===== config.mk =====
export PLATFORM = sky130hd
export DESIGN_NAME = ser64_scan_ctrl
export DESIGN_NICKNAME = d
export VERILOG_FILES = /design/src/rtl/ser64_scan_ctrl.sv
export SDC_FILE = /design/constraint.sdc
export NUM_CORES = 1
export LEC_CHECK = 0
export BUFFER_PORTS_ARGS = -buffer_cell sky130_fd_sc_hd__buf_2
export CAP_MARGIN = 20
export CORE_MARGIN = 2
export CORE_UTILIZATION = 30
export CTS_CLUSTER_DIAMETER = 120
export DETAILED_ROUTE_END_ITERATION = 6
export PLACE_DENSITY = 0.48
export SYNTH_ARGS = -nofsm -noshare
export SYNTH_HDL_FRONTEND = slang
export SYNTH_SLANG_ARGS = --single-unit

===== constraint.sdc =====
create_clock -name tick -period 1.8 [get_ports tick]
set_input_delay 0.54 -clock tick [delete_from_list [all_inputs] [get_ports tick]]
set_output_delay 0.54 -clock tick [all_outputs]
set_load 0.005 [all_outputs]

===== src/rtl/ser64_scan_ctrl.sv =====
// Serialises a 16x4 register file (64 bits) one bit at a time with ready/valid handshake.
// Optional trailing even-parity bit when SER64_PARITY_EN is defined.
module ser64_scan_ctrl #(
  parameter int unsigned BIT_DIV = 2
) (
  input  logic       tick,
  input  logic       clr,
  input  logic       start,
  input  logic       abort,
  input  logic [3:0] data_in,
  input  logic       sdo_ready,
  output logic [3:0] rg_a,
  output logic [1:0] bit_a,
  output logic       sdo,
  output logic       sdo_valid,
  output logic       busy,
  output logic       done
);

  localparam logic [3:0] PRESC_LOAD = 4'(BIT_DIV - 1);

  typedef enum logic [2:0] {
    S_IDLE,
    S_FETCH,
    S_SEND,
`ifdef SER64_PARITY_EN
    S_PAR,
`endif
    S_DONE
  } state_t;

  state_t     state_q, state_d;
  logic [5:0] idx_q, idx_d;
  logic [3:0] presc_q, presc_d;
  logic       sdo_q, sdo_d;
  logic       vld_q, vld_d;
`ifdef SER64_PARITY_EN
  logic       parity_q, parity_d;
`endif

  always_ff @(posedge tick or posedge clr) begin
    if (clr) begin
      state_q  <= S_IDLE;
      idx_q    <= '0;
      presc_q  <= '0;
      sdo_q    <= 1'b0;
      vld_q    <= 1'b0;
`ifdef SER64_PARITY_EN
      parity_q <= 1'b0;
`endif
    end else begin
      state_q  <= state_d;
      idx_q    <= idx_d;
      presc_q  <= presc_d;
      sdo_q    <= sdo_d;
      vld_q    <= vld_d;
`ifdef SER64_PARITY_EN
      parity_q <= parity_d;
`endif
    end
  end

  always_comb begin
    state_d  = state_q;
    idx_d    = idx_q;
    presc_d  = presc_q;
    sdo_d    = sdo_q;
    vld_d    = vld_q;
`ifdef SER64_PARITY_EN
    parity_d = parity_q;
`endif
    // abort outranks every other input once a scan is running
    if (abort && (state_q != S_IDLE)) begin
      state_d = S_IDLE;
      idx_d   = '0;
      vld_d   = 1'b0;
    end else begin
      case (state_q)
        S_IDLE: begin
          if (start) begin
            state_d  = S_FETCH;
            idx_d    = '0;
            presc_d  = PRESC_LOAD;
`ifdef SER64_PARITY_EN
            parity_d = 1'b0;
`endif
          end
        end
        S_FETCH: begin
          if (presc_q == 4'd0) begin
            sdo_d    = data_in[idx_q[1:0]];
            vld_d    = 1'b1;
            state_d  = S_SEND;
`ifdef SER64_PARITY_EN
            parity_d = parity_q ^ data_in[idx_q[1:0]];
`endif
          end else begin
            presc_d = presc_q - 4'd1;
          end
        end
        S_SEND: begin
          if (sdo_ready) begin
            if (idx_q != '1) begin
              idx_d   = idx_q + 6'd1;
              vld_d   = 1'b0;
              presc_d = PRESC_LOAD;
              state_d = S_FETCH;
            end else begin
`ifdef SER64_PARITY_EN
              // parity_q already includes bit 63, folded in during its FETCH
              sdo_d   = parity_q;
              state_d = S_PAR;
`else
              vld_d   = 1'b0;
              state_d = S_DONE;
`endif
            end
          end
        end
`ifdef SER64_PARITY_EN
        S_PAR: begin
          if (sdo_ready) begin
            vld_d   = 1'b0;
            state_d = S_DONE;
          end
        end
`endif
        S_DONE: begin
          idx_d   = '0;
          state_d = S_IDLE;
        end
        default: begin
          state_d = S_IDLE;
          idx_d   = '0;
          vld_d   = 1'b0;
        end
      endcase
    end
  end

  assign rg_a      = idx_q[5:2];
  assign bit_a     = idx_q[1:0];
  assign sdo       = sdo_q;
  assign sdo_valid = vld_q;
  assign busy      = (state_q != S_IDLE);
  assign done      = (state_q == S_DONE);

endmodule


==> metrics.log, run 1 <==
[metrics] count of H-tree levels built during CTS: 1
[metrics] number of antenna violations at the first check in global routing: 0
[metrics] peak ir drop on the vdd network: 537 µV
[metrics] Req. time, crit path: 1.26 ns
[metrics] post-layout worst setup margin: -0.00537 ns
[metrics] HPWL Detailed: 1.97 mm
[metrics] library cell used as clock root buffer: clkbuf_4
[metrics] static leakage: 0.646 nW
[metrics] fin cells: 188
[metrics] post-synthesis sequential element count: 14
[metrics] post-CTS clock slew at the launch and capture registers of the worst setup and hold paths: 0.09 ns
[metrics] DRC: 0
[metrics] number of violations reported at the end of detailed-routing iteration 0: 38
[metrics] share of total power in the clock network: 0.123
[metrics] diode count: 0
[metrics] via count normalized by instance count: 4.95
[metrics] overflow left after global routing: 0
[metrics] gpl congestion: 0.815
[metrics] endpoint type of the worst setup path: output pin
[metrics] first-pass GRT wire length: 4.37 mm
[metrics] Bufs on Longest Clock Path: 2
[metrics] total vias in the final route: 931
[metrics] violations in the final reports: negative setup slack
[metrics] antenna-violating nets left: 0
[metrics] Mean Syn Cell Area: 10.1 µm²
[metrics] routed wire length: 2.63 mm
[metrics] Post-synth EDFFs: 0
[metrics] Achievable Freq: 554 MHz
[metrics] count of cell instances traversed by the critical path: 5
[metrics] Inst Count DP: 182
[metrics] global router's overall resource usage: 0.142
[metrics] Net Switching: 0.000796 W
[metrics] Internal Pwr Total: 0.00115 W
[metrics] final period utilization: 1.00
[metrics] CP arrival: 1.27 ns
[metrics] fill count: 335
[metrics] switching portion of total power: 0.410
[metrics] x dimension of the die: 62.2 µm
[metrics] maximum net fanout on the critical path: 3
[metrics] row count: 21
[metrics] share of flip-flops with an asynchronous set or reset after synthesis: 1.00
[metrics] Final Skew: 0.00214 ns
[metrics] post-synth top area share: 0.345
[metrics] post-synthesis cell type with the largest combined area: dfrtp_1
[metrics] most used cell, CP: inv_1
[metrics] critical path startpoint category: flop
[metrics] TritonCTS clock tree: yes
[metrics] Sum Neg Setup Slack: -0.00537 ns
[metrics] Cells after Synth: 101
[metrics] pin count of the biggest net entering global routing: 15
[metrics] total power consumption of the routed design: 0.00194 W
[metrics] cell family with the largest share of critical-path delay: flip-flops
[metrics] core region area: 0.00328 mm²
[metrics] area enclosed by the die boundary: 0.00387 mm²
[metrics] insertion delay to the later sink of the worst-skew pair: 0.29 ns
[metrics] FF-to-FF path depth: 6
[metrics] cell area after synthesis: 0.00102 mm²
[metrics] power per standard cell area: 1360 mW/mm²
[metrics] Max stage delay on crit path: 0.41 ns
[metrics] average routed wire per standard cell: 14.0 µm
[metrics] Critical Setup Path Class: reg -> out
[metrics] unrepaired setup endpoints after global routing: yes
[metrics] Worst Max-Slew Pin Slew: 0.566 ns
[metrics] Die Span Y: 62.2 µm
[metrics] number of buffers created by CTS: 3
[metrics] Layout area overhead: 40.0%
[metrics] sequence of cells on the critical path: inv_1 -> ha_2 -> buf_4 -> inv_1 -> buf_2
[metrics] termination of the worst setup path: busy
[metrics] max capacitance violation total: 0
[metrics] port bufs: 18
[metrics] post-synthesis net count: 117
[metrics] Buffers & Inverters on Critical Path: 4
[metrics] share of cells above drive strength 1: 0.472
[metrics] reg-to-reg critical path endpoint: presc_q[0]
[metrics] Slew Limit Headroom: 0.623
[metrics] worst reg-to-reg setup slack: 0.02 ns
[metrics] R2R Path Start: state_q[1]
[metrics] top-level I/O count: 19
[metrics] number of global-route vias before repair: 909
[metrics] Synth cell types: 42
[metrics] proportion of power drawn by flip-flops and latches: 0.246
[metrics] Final #Nets: 159
[metrics] sequential area share after synthesis: 0.345
[metrics] Most used DFF post-synth: dfrtp_1
[metrics] Hold Path Class: in -> async
[metrics] total number of yosys warnings: 0
[metrics] iteration count of the initial detailed-routing pass: 4
[metrics] Max Slew Vio Count: 0
[metrics] main area contributors after synthesis: dfrtp_1 (34%), ha_1 (8.6%), o21ai_0 (4.9%)
[metrics] initial standard-cell utilization of the core: 0.309
[metrics] final hold violation count: 0
[metrics] result of the run: finished, violations left
[metrics] cell with the biggest individual delay on the critical path: dfrtp_1
[metrics] Comb pwr share: 0.631
[metrics] clock net sink count: 14
[metrics] Worst setup startpoint: state_q[1]
[metrics] final setup vio count: 1
[metrics] final critical path time including I/O delays and setup: 1.81 ns
==> cell usage in the layout (no fill, tap or decap), drive strengths merged, types with 4 or more instances in the layout <==
cell type  count
buf           38
clkbuf         4
dfrtp         14
ha             7
inv           10
nand2          6
nand3          4
nor2           4
o21ai         11
o31ai          4
==> power by group through the flow <==
stage	Sequential, W	Clock (W)	Combinational, W
3_3_place_gp	0.000476	0	0.00107
3_5_place_dp	0.000475	0	0.00108
4_1_cts	0.000467	0.000248	0.00111
6_report	0.000478	0.000238	0.00122
5_1_grt	0.000490	0.000264	0.00134
2_1_floorplan	0.000481	0	0.000652
==> cell families (layout without fill, tap and decap cells) <==
| group | count (synthesis) | in the layout | share of synthesized area |
|---|---|---|---|
| compound gates | 31 | 31 | 0.238 |
| fa+ha+maj | 7 | 7 | 0.0862 |
| buf+inv | 11 | 52 | 0.0480 |
| flops | 14 | 14 | 0.345 |
| mux | 4 | 4 | 0.0579 |
| simple gates | 34 | 34 | 0.225 |
==> worst min path at each step <==
| stage | start | endpoint | slack [ns] |
|---|---|---|---|
| after global placement | sdo | sdo | 0.47 |
| final | clr | presc_q[1] | 0.29 |
| after CTS | clr | presc_q[2] | 0.32 |
| after detailed placement | sdo | sdo | 0.47 |
| after global routing | clr | presc_q[3] | 0.34 |
| after floorplan | clr | idx_q[0] | 0.43 |
==> final cells by class <==
cell class	instances	area (µm²)	share of cell area
clock buffer	4	36.3	0.0255
inverter	10	37.5	0.0264
multi-input combinational	76	697	0.490
sequential	14	350	0.246
tap	46	57.6	0.0405
timing repair buffer	38	244	0.172
==> Yosys cell counts, types with 2 or more instances <==
cell,count
nor2_1,4
nand3_1,2
nand2b_1,2
o22ai_1,3
nand2_1,6
and2b_1,2
ha_1,7
nor3_1,3
nand3b_1,2
nand3_4,2
dfrtp_1,14
o21ai_0,10
o31ai_1,4
a32oi_1,2
inv_1,9
o41ai_1,2
nor2b_1,2
==> registers in the layout, summed over array words and instances, names as in the netlist <==
signal and cells:
presc_q 4, idx_q 6, sdo 1, sdo_valid 1, state_q 2
==> layer usage <==
metal,wire [µm],vias up,global-route usage
met5,0,-,0
met4,33,0,0.0417
met3,94,5,0.0290
met2,1220,20,0.226
met1,1270,448,0.197
li1,-,458,-
==> repair_timing <==
| item | 4_1_cts | 5_1_grt |
|---|---|---|
| pin swaps | 0 | 1 |
| gates resized for setup | 1 | 17 |
| endpoints found under the setup margin | 3 | 15 |
| hold buffers | 0 | 0 |
| buffers inserted | 2 | 0 |
==> stage by stage <==
step	setup WS [ns]	instance area, µm²	hold WS [ns]	util
after floorplan	0.00308	1020	0.429	-
after global placement	0.0148	1290	0.470	0.392
after detailed placement	-0.0158	1290	0.470	0.392
after CTS	-0.0120	1340	0.317	0.408
after global routing	-0.0516	1420	0.344	0.433
final	-0.00537	1420	0.288	0.433
(Power assumes the default switching activity.)
==> run 2, diff against run 1 <==
--- a/config.mk
+++ b/config.mk
@@ -15,3 +15,4 @@
 export SYNTH_ARGS = -nofsm -noshare
 export SYNTH_HDL_FRONTEND = slang
 export SYNTH_SLANG_ARGS = --single-unit
+export TNS_END_PERCENT = 10
==> metrics.log, run 2 (synthesis results as in run 1) <==
[metrics] gpl congestion: 0.815 (unchanged)
[metrics] flip-flop count of the largest register after layout: 6 (unchanged)
[metrics] total vias in the final route: 930 (-0.11%)
[metrics] top-level I/O count: 19 (unchanged)
[metrics] worst reg-to-reg setup slack: 0.03 ns (about the same)
[metrics] Achievable Freq: 554 MHz (about the same)
[metrics] max capacitance violation total: 0 (unchanged)
[metrics] critical path startpoint category: flop
[metrics] fraction of met3 tracks used by global routing: 0.0290 (unchanged)
[metrics] via count normalized by instance count: 4.95 (-0.11%)
[metrics] Inst Count DP: 182 (unchanged)
[metrics] average routed wire per standard cell: 14.0 µm (+0.23%)
[metrics] Core Util, Final: 0.433 (unchanged)
[metrics] register name with the most flops: idx_q
[metrics] most used cells in the layout excluding fill and tap cells: buf_4 (19), buf_2 (18), dfrtp_1 (14), o21ai_0 (10), inv_1 (8)
[metrics] Hold Path Class: in -> async
[metrics] first-pass GRT wire length: 4.37 mm (unchanged)
[metrics] reg-to-reg critical path endpoint: presc_q[0]
[metrics] clock net sink count: 14 (unchanged)
[metrics] Bufs on Longest Clock Path: 2 (unchanged)
[metrics] Critical Setup Path Class: reg -> out
[metrics] initial standard-cell utilization of the core: 0.309 (unchanged)
[metrics] diode count: 0 (unchanged)
[metrics] global-route met1 utilization: 0.197 (unchanged)
[metrics] FF-to-FF path depth: 6 (unchanged)
[metrics] count of H-tree levels built during CTS: 1 (unchanged)
[metrics] port bufs: 18 (unchanged)
[metrics] Final #Nets: 159 (unchanged)
[metrics] post-layout worst setup margin: -0.00359 ns (+0.00178 ns)
[metrics] result of the run: finished, violations left
[metrics] violations in the final reports: negative setup slack
[metrics] post-CTS clock slew at the launch and capture registers of the worst setup and hold paths: 0.09 ns (about the same)
[metrics] Fin Hold WS: 0.288 ns (-0.0000290 ns)
[metrics] final setup vio count: 1 (unchanged)
[metrics] Worst setup startpoint: state_q[1]
[metrics] TritonCTS clock tree: yes
[metrics] pin count of the biggest net entering global routing: 15 (unchanged)
[metrics] number of antenna violations at the first check in global routing: 0 (unchanged)
[metrics] unrepaired setup endpoints after global routing: yes
[metrics] static leakage: 0.646 nW (unchanged)
[metrics] Max Slew Vio Count: 0 (unchanged)
[metrics] antenna-violating nets left: 0 (unchanged)
[metrics] iteration count of the initial detailed-routing pass: 4 (unchanged)
[metrics] x dimension of the die: 62.2 µm (unchanged)
[metrics] final critical path time including I/O delays and setup: 1.80 ns (-0.00178 ns)
[metrics] number of violations reported at the end of detailed-routing iteration 0: 35 (-7.9%)
[metrics] row count: 21 (unchanged)
[metrics] Req. time, crit path: 1.26 ns (about the same)
[metrics] hold buffer count at cts: 0 (unchanged)
[metrics] final hold violation count: 0 (unchanged)
[metrics] overflow left after global routing: 0 (unchanged)
[metrics] R2R Path Start: state_q[1]
[metrics] global routing met2 resource utilization: 0.226 (unchanged)
[metrics] global router's overall resource usage: 0.142 (unchanged)
[metrics] most heavily used metal layer in global routing: met2
[metrics] area enclosed by the die boundary: 0.00387 mm² (unchanged)
[metrics] number of buffers created by CTS: 3 (unchanged)
[metrics] power per standard cell area: 1360 mW/mm² (about the same)
[metrics] DRC: 0 (unchanged)
[metrics] routed wire length: 2.63 mm (+0.23%)
[metrics] maximum net fanout on the critical path: 3 (unchanged)
[metrics] fin cells: 188 (unchanged)
[metrics] core region area: 0.00328 mm² (unchanged)
[metrics] number of global-route vias before repair: 909 (unchanged)
[metrics] final period utilization: 1.00 (about the same)
[metrics] Slew Limit Headroom: 0.623 (about the same)
[metrics] Final Skew: 0.00214 ns (+0.00000245 ns)
[metrics] CP arrival: 1.26 ns (about the same)
[metrics] leading cell type in the layout, fill and taps excluded: buf_4
[metrics] endpoint type of the worst setup path: output pin
[metrics] share of cells above drive strength 1: 0.472 (unchanged)
[metrics] Worst Max-Slew Pin Slew: 0.565 ns (-0.0000684 ns)
[metrics] registers with the most flip-flops: idx_q: 6 flops, presc_q: 4 flops, state_q: 2 flops
[metrics] fill count: 335 (unchanged)
[metrics] Layout area overhead: 40.0% (unchanged)
[metrics] peak ir drop on the vdd network: 537 µV (about the same)
[metrics] insertion delay to the later sink of the worst-skew pair: 0.29 ns (about the same)
[metrics] library cell used as clock root buffer: clkbuf_4
[metrics] HPWL Detailed: 1.97 mm (unchanged)
[metrics] Die Span Y: 62.2 µm (unchanged)
[run 2: cell counts in the layout (fill, tap and decap cells not counted)]
No cell type changed its count.
[run 2: repair_timing]
action | CTS | global route
cloned | 0 | 0
setup endpoints to repair | 3 | 15
pin swaps | 0 | 1
buffers inserted | 2 | 0
resized for setup | 1 | 17
[run 2: how the worst max path moves through the flow]
stage / to / slack [ns] / cells past startpoint
CTS: done / -0.01 / 4
global placement: presc_q[0] / 0.01 / 5
global route: busy / -0.05 / 5
finish: busy / -0.004 / 5
detailed placement: sdo / -0.02 / 6
floorplan: presc_q[0] / 0.003 / 7
[run 2: routing by layer]
layer | part of all wire | up-vias
li1 | - | 458
met1 | 0.48 | 447
met2 | 0.47 | 20
met3 | 0.036 | 5
met4 | 0.013 | 0
met5 | 0 | -
[run 2: cell type report]
class	count	area, µm²	share of cell area
sequential	14	350	0.246
multi-input combinational	76	697	0.490
tap	46	57.6	0.0405
timing repair buffer	38	244	0.172
inverter	10	37.5	0.0264
clock buffer	4	36.3	0.0255
[run 2: metrics by stage]
step           cell area [µm²]  worst slack [ns]  power (W)  TNS [ns]
6_report                  1420          -0.00359    0.00194  -0.00359
5_1_grt                   1420           -0.0516    0.00209    -0.256
3_5_place_dp              1290           -0.0158    0.00156   -0.0158
3_3_place_gp              1290            0.0148    0.00155         0
2_1_floorplan             1020           0.00308    0.00113         0
4_1_cts                   1340           -0.0120    0.00183   -0.0357
[run 2: power breakdown]
group	total (W)	internal, W	leakage, nW	switching, W
clock	0.000238	0.000123	0.0210	0.000115
combinational	0.00122	0.000622	0.440	0.000602
sequential	0.000478	0.000399	0.185	0.0000786
[run 2: critical path: stages (launching register included)]
cell and delay, ns:
dfrtp_1 0.41, inv_1 0.12, ha_2 0.20, buf_4 0.11
inv_1 0.03, buf_2 0.11
==> run 3, diff against run 2 <==
--- a/config.mk
+++ b/config.mk
@@ -8,10 +8,10 @@
 export BUFFER_PORTS_ARGS = -buffer_cell sky130_fd_sc_hd__buf_2
 export CAP_MARGIN = 20
 export CORE_MARGIN = 2
-export CORE_UTILIZATION = 30
+export CORE_UTILIZATION = 49
 export CTS_CLUSTER_DIAMETER = 120
 export DETAILED_ROUTE_END_ITERATION = 6
-export PLACE_DENSITY = 0.48
+export PLACE_DENSITY = 0.73
 export SYNTH_ARGS = -nofsm -noshare
 export SYNTH_HDL_FRONTEND = slang
 export SYNTH_SLANG_ARGS = --single-unit
==> metrics.log, run 3 (synthesis results as in run 1) <==
[metrics] result of the run: completed
[metrics] number of global-route vias before repair: 892 (-1.9%)
[metrics] post-layout worst setup margin: 0.0322 ns (+0.0358 ns)
[metrics] power per standard cell area: 1380 mW/mm² (+1.4%)
[metrics] peak ir drop on the vdd network: 744 µV (+38%)
[metrics] iteration count of the initial detailed-routing pass: 4 (unchanged)
[metrics] number of antenna violations at the first check in global routing: 0 (unchanged)
[metrics] insertion delay to the later sink of the worst-skew pair: 0.28 ns (about the same)
[metrics] placed inst area: 0.00121 mm² (-5.9%)
[metrics] diode count: 0 (unchanged)
[metrics] Hold Path Class: in -> async
[metrics] final std cell area, no fill: 0.00130 mm² (-8.5%)
[metrics] clock net sink count: 14 (unchanged)
[metrics] endpoint type of the worst setup path: output pin
[metrics] pin count of the biggest net entering global routing: 15 (unchanged)
[metrics] library cell used as clock root buffer: clkbuf_4
[metrics] unrepaired setup endpoints after global routing: yes
[metrics] overflow left after global routing: 0 (unchanged)
[metrics] critical path startpoint category: flop
[metrics] registers with the most flip-flops: idx_q: 6 flops, presc_q: 4 flops, state_q: 2 flops
[metrics] share of cells above drive strength 1: 0.434 (-0.0380)
[metrics] CP arrival: 1.23 ns (-0.03 ns)
[metrics] HPWL Detailed: 1.72 mm (-12%)
[metrics] DRC: 0 (unchanged)
[metrics] sequence of cells on the critical path: inv_2 -> ha_2 -> buf_4 -> inv_1 -> buf_2
[metrics] most used cells in the layout excluding fill and tap cells: buf_2 (18), dfrtp_1 (14), buf_4 (14), o21ai_0 (9), inv_1 (7)
[metrics] total power consumption of the routed design: 0.00180 W (-7.2%)
[metrics] maximum net fanout on the critical path: 4 (+1)
[metrics] count of H-tree levels built during CTS: 1 (unchanged)
[metrics] top-level I/O count: 19 (unchanged)
[metrics] final critical path time including I/O delays and setup: 1.77 ns (-0.0358 ns)
[metrics] Req. time, crit path: 1.26 ns (about the same)
[metrics] routed wire length: 2.38 mm (-9.5%)
[metrics] number of buffers created by CTS: 3 (unchanged)
[metrics] max capacitance violation total: 0 (unchanged)
[metrics] Slew Limit Headroom: 0.638 (+0.0151)
[metrics] gpl congestion: 0.849 (+4.1%)
[metrics] final hold violation count: 0 (unchanged)
[metrics] port bufs: 18 (unchanged)
[metrics] Max Slew Vio Count: 0 (unchanged)
[metrics] Final #Nets: 153 (-3.8%)
[metrics] antenna-violating nets left: 0 (unchanged)
[metrics] Bufs on Longest Clock Path: 2 (unchanged)
[metrics] core region area: 0.00196 mm² (-40%)
[metrics] average routed wire per standard cell: 14.6 µm (+4.4%)
[metrics] Placement Setup Slack: -0.00274 ns (+0.0130 ns)
[metrics] via count normalized by instance count: 5.82 (+18%)
[metrics] total vias in the final route: 949 (+2.0%)
[metrics] first-pass GRT wire length: 3.89 mm (-11%)
[metrics] Achievable Freq: 566 MHz (+2.0%)
[metrics] Layout area overhead: 28.1%
[metrics] TritonCTS clock tree: yes
[metrics] Final Skew: 0.00422 ns (+0.00208 ns)
[metrics] final setup vio count: 0 (-1)
[metrics] final period utilization: 0.982 (-0.0199)
[metrics] area enclosed by the die boundary: 0.00245 mm² (-37%)
[metrics] post-CTS clock slew at the launch and capture registers of the worst setup and hold paths: 0.09 ns (about the same)
[metrics] x dimension of the die: 49.5 µm (-20%)
[metrics] initial standard-cell utilization of the core: 0.518 (+0.209)
[metrics] Worst Max-Slew Pin Slew: 0.543 ns (-0.0226 ns)
[metrics] Max stage delay on crit path: 0.43 ns (+0.02 ns)
[metrics] number of violations reported at the end of detailed-routing iteration 0: 22 (-37%)
[metrics] Sum Neg Setup Slack: 0 ns (+0.00359 ns)
[metrics] global router's overall resource usage: 0.202 (+0.0592)
[metrics] static leakage: 0.597 nW (-7.6%)
[metrics] Critical Setup Path Class: reg -> out
[metrics] cell with the biggest individual delay on the critical path: dfrtp_1
[metrics] Die Span Y: 49.5 µm (-20%)
[metrics] row count: 16 (-24%)
[metrics] register name with the most flops: idx_q
[metrics] leading cell type in the layout, fill and taps excluded: buf_2
[metrics] flip-flop count of the largest register after layout: 6 (unchanged)
==> run 3: changes by cell type in the layout (fill, tap and decap cells not counted), moves of 2 or more <==
cell / delta
buf_4: -5
nand2b_4: -2
o31ai_1: +2
o31ai_2: -2
==> run 3: metal layers <==
metal,up-vias,track usage,share of wire
met5,-,0,0
met3,2,0.0273,0.050
met2,34,0.351,0.49
met1,458,0.260,0.46
met4,0,0.0556,0.0063
li1,455,-,-
==> run 3: repair_timing <==
action                                  CTS  global route
resized for setup                         1            11
hold buffers                              0             0
pin swaps                                 0             0
cloned                                    0             0
setup buffers                             0             3
endpoints found under the setup margin    7            12
==> run 3: final timing paths <==
path,from,end,slack [ns],depth (start not counted)
setup / recovery,state_q[1],busy,0.03,5
hold / removal,clr,idx_q[2],0.29,2
setup reg to reg,state_q[1],presc_q[0],0.04,5
hold reg to reg,sdo,sdo,0.49,1
max in group asynchronous,clr,presc_q[3],1.15,2
min in group tick,sdo,sdo,0.49,1
==> run 3: where the power goes <==
| group | total, W | switching, W | internal (W) |
|---|---|---|---|
| Sequential | 0.000483 | 0.0000831 | 0.000400 |
| Clock | 0.000230 | 0.000107 | 0.000123 |
| Combinational | 0.00109 | 0.000547 | 0.000541 |
| Total | 0.00180 | 0.000737 | 0.00106 |
==> run 3: cell type report <==
cell class,instances,area (µm²)
Inverter,10,37.5
Clock buffer,4,36.3
Timing Repair Buffer,32,195
Multi-Input combinational cell,76,648
Tap cell,27,33.8
Fill cell,167,661
Sequential cell,14,350
==> run 3: stage by stage <==
step	hold WS, ns	util	std cells
final	0.287	0.663	163
after global placement	0.475	0.617	156
after CTS	0.307	0.639	160
after global routing	0.354	0.663	163
after floorplan	0.429	-	101
after detailed placement	0.478	0.617	156
==> run 3: worst max-delay path: cells and delay by family, from the launching register on <==
| kind | cells | cell delay [ns] |
|---|---|---|
| flip-flops | 1 | 0.43 |
| adder cells (fa/ha/maj) | 1 | 0.18 |
| buffers and inverters | 4 | 0.34 |
